--- config.mk ---
export PLATFORM = sky130hd
export DESIGN_NAME = alu_seq_unit_flat
export DESIGN_NICKNAME = d
export VERILOG_FILES = /design/src/rtl/alu_seq_unit_if.sv /design/src/rtl/alu_seq_unit.sv /design/src/flat_wrapper.sv
export SDC_FILE = /design/constraint.sdc
export NUM_CORES = 1
export LEC_CHECK = 0
export ABC_AREA = 1
export CORE_MARGIN = 2
export CORE_UTILIZATION = 60
export DETAILED_ROUTE_END_ITERATION = 6
export GPL_TIMING_DRIVEN = 1
export PLACE_DENSITY_LB_ADDON = 0.08
export SETUP_SLACK_MARGIN = 0.2
export SLEW_MARGIN = 20
export SYNTH_ARGS = -nofsm -noshare
export SYNTH_HDL_FRONTEND = slang
export SYNTH_SLANG_ARGS = --single-unit
--- constraint.sdc ---
create_clock -name clk -period 4.2 [get_ports clk]
set_clock_uncertainty 0.2 [all_clocks]
set_input_delay 0.84 -clock clk [delete_from_list [all_inputs] [get_ports clk]]
set_output_delay 0.84 -clock clk [all_outputs]
set_load 0.05 [all_outputs]
--- src/rtl/alu_seq_unit_if.sv ---
// Handshake and operand/result bundle between the BRISC controller and the
// sequential execute stage.
interface alu_seq_unit_if #(
  parameter int WIDTH = 16
);
  logic             start;
  logic [2:0]       op;
  logic [WIDTH-1:0] a_data;
  logic [WIDTH-1:0] b_data;
  logic             busy;
  logic             done;
  logic [WIDTH-1:0] result;
  logic             flag_z;
  logic             flag_n;
  logic             flag_c;

  modport master (
    output start, op, a_data, b_data,
    input  busy, done, result, flag_z, flag_n, flag_c
  );

  modport slave (
    input  start, op, a_data, b_data,
    output busy, done, result, flag_z, flag_n, flag_c
  );
endinterface

--- src/rtl/alu_seq_unit.sv ---
// Sequential execute stage: single-cycle logic/add ops, iterative shifts
// (one bit per cycle) and a 16-step shift-add unsigned multiplier.
module alu_seq_unit #(
  parameter int WIDTH = 16,
  parameter int CNT_W = 5
) (
  input  logic          clk,
  input  logic          reset,
  alu_seq_unit_if.slave bus
);

  typedef enum logic [1:0] {IDLE, EXEC, ITER, COMPLETE} state_t;
  typedef enum logic [2:0] {
    OP_ADD, OP_SUB, OP_AND, OP_OR, OP_XOR, OP_SHL, OP_SHR, OP_MUL
  } op_t;

  state_t             state_q, state_d;
  op_t                op_q;
  logic [WIDTH-1:0]   a_q, b_q;
  logic [CNT_W-1:0]   cnt_q;
  logic [2*WIDTH-1:0] mcand_q, acc_q;
  logic               sh_c_q;

  logic               done_q, z_q, n_q, c_q;
  logic [WIDTH-1:0]   result_q;

  logic               accept, finish, c_d;
  logic [WIDTH-1:0]   res_d;
  logic [WIDTH:0]     sum;
  logic               iter_op;

  assign accept  = bus.start && (state_q == IDLE || state_q == COMPLETE);
  assign iter_op = (bus.op == OP_MUL) ||
                   ((bus.op == OP_SHL || bus.op == OP_SHR) && bus.b_data[3:0] != 4'd0);
  assign sum     = {1'b0, a_q} + {1'b0, b_q};

  // State register
  always_ff @(posedge clk) begin
    if (reset) state_q <= IDLE;
    else       state_q <= state_d;
  end

  // Next-state decode; COMPLETE doubles as an idle cycle so back-to-back issue works
  always_comb begin
    state_d = state_q;
    finish  = 1'b0;
    case (state_q)
      IDLE, COMPLETE: begin
        state_d = IDLE;
        if (accept) state_d = iter_op ? ITER : EXEC;
      end
      EXEC: begin
        state_d = COMPLETE;
        finish  = 1'b1;
      end
      ITER: begin
        if (cnt_q == '0) begin
          state_d = COMPLETE;
          finish  = 1'b1;
        end
      end
      default: state_d = IDLE;
    endcase
  end

  // Result and carry selected at the completing edge
  always_comb begin
    res_d = '0;
    c_d   = 1'b0;
    if (state_q == ITER) begin
      if (op_q == OP_MUL) begin
        res_d = acc_q[WIDTH-1:0];
        c_d   = |acc_q[2*WIDTH-1:WIDTH];
      end else begin
        res_d = a_q;
        c_d   = sh_c_q;
      end
    end else begin
      case (op_q)
        OP_ADD: begin
          res_d = sum[WIDTH-1:0];
          c_d   = sum[WIDTH];
        end
        OP_SUB: begin
          res_d = a_q - b_q;
          c_d   = (a_q < b_q);
        end
        OP_AND:  res_d = a_q & b_q;
        OP_OR:   res_d = a_q | b_q;
        OP_XOR:  res_d = a_q ^ b_q;
        default: res_d = a_q;  // zero-distance shift passes A through, C=0
      endcase
    end
  end

  // Operand latch, iteration datapath and registered outputs
  always_ff @(posedge clk) begin
    if (reset) begin
      op_q     <= OP_ADD;
      a_q      <= '0;
      b_q      <= '0;
      cnt_q    <= '0;
      mcand_q  <= '0;
      acc_q    <= '0;
      sh_c_q   <= 1'b0;
      done_q   <= 1'b0;
      result_q <= '0;
      z_q      <= 1'b0;
      n_q      <= 1'b0;
      c_q      <= 1'b0;
    end else begin
      done_q <= finish;
      if (finish) begin
        result_q <= res_d;
        z_q      <= (res_d == '0);
        n_q      <= res_d[WIDTH-1];
        c_q      <= c_d;
      end
      if (accept) begin
        op_q    <= op_t'(bus.op);
        a_q     <= bus.a_data;
        b_q     <= bus.b_data;
        sh_c_q  <= 1'b0;
        acc_q   <= '0;
        mcand_q <= {{WIDTH{1'b0}}, bus.a_data};
        cnt_q   <= (bus.op == OP_MUL) ? CNT_W'(WIDTH) : CNT_W'(bus.b_data[3:0]);
      end else if (state_q == ITER && cnt_q != '0) begin
        cnt_q <= cnt_q - CNT_W'(1);
        case (op_q)
          OP_SHL: begin
            sh_c_q <= a_q[WIDTH-1];
            a_q    <= a_q << 1;
          end
          OP_SHR: begin
            sh_c_q <= a_q[0];
            a_q    <= a_q >> 1;
          end
          OP_MUL: begin
            // multiplier (B) consumed LSB-first while A is shifted up
            if (b_q[0]) acc_q <= acc_q + mcand_q;
            mcand_q <= mcand_q << 1;
            b_q     <= b_q >> 1;
          end
          default: ;
        endcase
      end
    end
  end

  assign bus.busy   = (state_q == EXEC) || (state_q == ITER);
  assign bus.done   = done_q;
  assign bus.result = result_q;
  assign bus.flag_z = z_q;
  assign bus.flag_n = n_q;
  assign bus.flag_c = c_q;

endmodule

--- src/flat_wrapper.sv ---
// flat-port wrapper written by rule: the top's interface ports become plain ports
module alu_seq_unit_flat 
#(
  parameter int WIDTH = 16,
  parameter int CNT_W = 5
)
  (clk, reset, bus_start, bus_op, bus_a_data, bus_b_data, bus_busy, bus_done, bus_result, bus_flag_z, bus_flag_n, bus_flag_c);
  alu_seq_unit_if #(.WIDTH(WIDTH)) bus_i ();
  input  logic clk;
  input  logic reset;
  input wire logic [$bits(bus_i.start)-1:0] bus_start;
  input wire logic [$bits(bus_i.op)-1:0] bus_op;
  input wire logic [$bits(bus_i.a_data)-1:0] bus_a_data;
  input wire logic [$bits(bus_i.b_data)-1:0] bus_b_data;
  output wire logic [$bits(bus_i.busy)-1:0] bus_busy;
  output wire logic [$bits(bus_i.done)-1:0] bus_done;
  output wire logic [$bits(bus_i.result)-1:0] bus_result;
  output wire logic [$bits(bus_i.flag_z)-1:0] bus_flag_z;
  output wire logic [$bits(bus_i.flag_n)-1:0] bus_flag_n;
  output wire logic [$bits(bus_i.flag_c)-1:0] bus_flag_c;
  assign bus_i.start = bus_start;
  assign bus_i.op = bus_op;
  assign bus_i.a_data = bus_a_data;
  assign bus_i.b_data = bus_b_data;
  assign bus_busy = bus_i.busy;
  assign bus_done = bus_i.done;
  assign bus_result = bus_i.result;
  assign bus_flag_z = bus_i.flag_z;
  assign bus_flag_n = bus_i.flag_n;
  assign bus_flag_c = bus_i.flag_c;
  alu_seq_unit #(.WIDTH(WIDTH), .CNT_W(CNT_W)) u_core (.clk(clk), .reset(reset), .bus(bus_i));
endmodule
==> results.toml, run 1 <==
[yosys]
ys_seq_area_share_pct = 25.2
synthDistinctLibCells = 41
syn_area_um2 = 10000
synth_top_area_share_pct = 25.2
synth_warnings = 0
syn_inst = 1587
ys_async_sr_fraction_pct = 0
synth_area_leader_cell = "dfxtp_1"
synth_area_per_cell_um2 = 6.30
synth_ff_type = "dfxtp_1"
synth_area_leaders = "dfxtp_1 (25%), nand2_1 (12%), ha_1 (11%)"
yosysMostFrequentCell = "nand2_1"
synth_fp_nets = 1714
synth_enable_flop_cells = 0
synth_commonest_cells = "nand2_1 (329), inv_1 (217), o21ai_0 (180)"
ys_ff_latch = 126

[drt]
routedWlPerCell_um = 18.9
drt_first_iter_violations = 1227
dr_total_vias = 11200
antenna_left = 0
dr.pass1.iters = 6
drc = 0
viasPerCell = 6.07
wirelength_um = 34900

[power_and_ir_drop]
power_density_nw_per_um2 = 695
ir_drop_mv = 0.424
leakage_nw = 5.34

[clock_tree]
cts_root_buf = "clkbuf_16"
post_cts_resized = 0
cts-hold-fix-buffers = 0
cts_setup_buffers = 0
clk_pin_slew_ns = 0.06
cts_made_buffers = 17
cts_tree = "built"
clk_latency_ns = 0.43
clockBufferDepth = 2
clock_sinks = 126
h-tree-depth = 4

[finish]
area_delta_synth_final_pct = 12.2
fillers = 1486
stdcell_count = 1842
multi_input_area_um2 = 6340
regArea_um2 = 2520
drive_gt1_share_pct = 4.01
n_antenna_cell = 0
finalNetCount = 1736

[hold_path]
hp-start = "u_core.cnt_q[1]"
worstHoldEndpoint = "u_core.cnt_q[1]"
min_path_cells = 2
worstHoldPathType = "flop to flop"

[timing]
rsz0062_at_grt = "no"
setup_tns_ns = 0
drv_slew = 0
whs_ns = 0.282
final_hold_viol_count = 0
finalSetupViolations = 0
fmax_ghz = 0.272
setup_ws_ns = 0.522
slew_headroom_pct = 30.5
worstMarginPinSlew_ns = 1.04
post-route-min-period_ns = 3.68
post-route-period-util_pct = 87.6

[setup_path]
crit_path_max_fanout = 37
r2r_cells = 11
endpoint_kind = "flop"
start_kind = "flop"
worst-endpoint-arrival_ns = 3.84
ff2ff_setup_slack_ns = 0.52
cp_data_required_time_ns = 4.37
crit-reg2reg-launch = "u_core.op_q[2]"
crit_type = "flop to flop"
timing.rr.end = "u_core.acc_q[9]"

[placement]
dpl_worst_slack_ns = 0.754
dp_hpwl_um = 26600
dp_cells = 1810
port_buffers = 58
gp_congestion = 1.04

[flow_run]
cap_violations = 0

[floorplan]
ios = 59
dieArea_um2 = 17700
initial_utilization_pct = 60.7
std_cell_rows = 47
core_um2 = 16500
die_x_um = 133
die_height_um = 133

[global_routing]
grt_max_degree = 56
antenna_found_initial = 0
grt_pass1_wl_um = 55100
grt_pass1_vias = 10400
grt_overflow = 0
globalRouteTotalUtil_pct = 39.2

[outcome]
outcome = "finished clean"
-- worst max-delay path, cell delays in order, from the launching register on --
cell      delay, ns
dfxtp_1        0.60
inv_2          0.24
nor2_4         0.37
inv_2          0.27
nor2_2         0.15
buf_4          0.35
inv_2          0.33
nor2_2         0.20
buf_4          0.39
o21ai_0        0.18
o21bai_1       0.22
inv_1          0.07
-- state kept, by name (all words and copies together) (netlist names) --
signal	count
u_core.op_q	3
u_core.bus.flag_z	1
u_core.state_q	2
u_core.bus.done	1
u_core.mcand_q	32
u_core.a_q	16
u_core.bus.result	16
u_core.bus.flag_c	1
u_core.cnt_q	5
u_core.sh_c_q	1
u_core.b_q	16
u_core.acc_q	32
-- power by group --
part,switching (W),internal [W]
sequential,0.000290,0.00147
clock,0.000612,0.000779
combinational,0.00330,0.00135
total,0.00420,0.00360
-- area by class of cell --
class                           count  share of cell area (%)
Tap cell                          220                    2.45
Inverter                          225                    7.53
Timing Repair Buffer               72                    6.11
Clock buffer                       18                    3.91
Multi-Input combinational cell   1167                    56.5
Sequential cell                   126                    22.5
Clock inverter                     14                   0.981
-- how the worst max path moves through the flow --
stage	endpoint	slack, ns	cells past startpoint	from
after floorplan	u_core.acc_q[18]	1.73	15	u_core.acc_q[0]
after global placement	u_core.acc_q[10]	0.76	11	u_core.op_q[2]
after detailed placement	u_core.acc_q[11]	0.75	11	u_core.op_q[2]
after CTS	u_core.acc_q[9]	0.63	11	u_core.op_q[2]
after global routing	u_core.acc_q[9]	0.41	11	u_core.op_q[2]
final	u_core.acc_q[9]	0.52	11	u_core.op_q[2]
-- per-stage QoR --
stage	instance area, µm²	util [%]	total power (W)
after floorplan	10000	-	0.00485
after global routing	11200	68.2	0.00829
after CTS	11200	68.2	0.00765
after global placement	10700	64.8	0.00620
final	11200	68.2	0.00780
after detailed placement	10700	64.8	0.00625
-- metal layers --
layer / wire length [µm] / track usage, % / vias up
met5: 0 / 0 / -
met4: 2200 / 23.2 / 0
li1: - / - / 5321
met3: 2690 / 6.43 / 134
met2: 15800 / 64.1 / 584
met1: 14200 / 49.0 / 5149
-- layout by cell type, fill, tap and decap left out, types with 4 or more instances in the layout --
| cell type | synthesis | routed |
|---|---|---|
| nand3_1 | 113 | 113 |
| inv_1 | 217 | 217 |
| o21ai_1 | 8 | 7 |
| a21oi_1 | 139 | 139 |
| nor2_2 | 2 | 5 |
| xor2_1 | 14 | 14 |
| dfxtp_1 | 126 | 126 |
| nor3_1 | 12 | 12 |
| xnor2_1 | 7 | 7 |
| inv_2 | 6 | 6 |
| inv_6 | 0 | 4 |
| ha_1 | 86 | 86 |
| a221oi_1 | 6 | 6 |
| clkdlybuf4s50_1 | 0 | 58 |
| nand3b_1 | 5 | 5 |
| o21a_1 | 8 | 8 |
| nand2_1 | 329 | 329 |
| o21ai_0 | 180 | 180 |
| a21o_1 | 7 | 7 |
| o211ai_1 | 16 | 16 |
| nand4_1 | 19 | 19 |
| nor2_1 | 133 | 130 |
| clkbuf_16 | 0 | 17 |
| buf_4 | 5 | 14 |
| o22ai_1 | 8 | 8 |
| nor4_1 | 7 | 7 |
| o21bai_1 | 15 | 15 |
| a31oi_1 | 21 | 21 |
| a211oi_1 | 15 | 15 |
-- cell families (layout without fill, tap and decap cells) --
family / after synthesis / after routing / share of synthesized area (%)
AO/OA/AOI/OAI: 431 / 431 / 24.0
XOR/XNOR: 21 / 21 / 1.84
AND/OR/NAND/NOR: 626 / 626 / 26.2
buffers and inverters: 294 / 329 / 11.4
adder cells (fa/ha/maj): 89 / 89 / 11.4
flip-flops: 126 / 126 / 25.2
Note: power is estimated with default switching activity, not from simulation.
==> run 2: changes to the inputs <==
Settings changed: HOLD_SLACK_MARGIN set to 0.15.
==> results of run 2 <==
Final layout, timing and power as in run 1 (identical DEF).
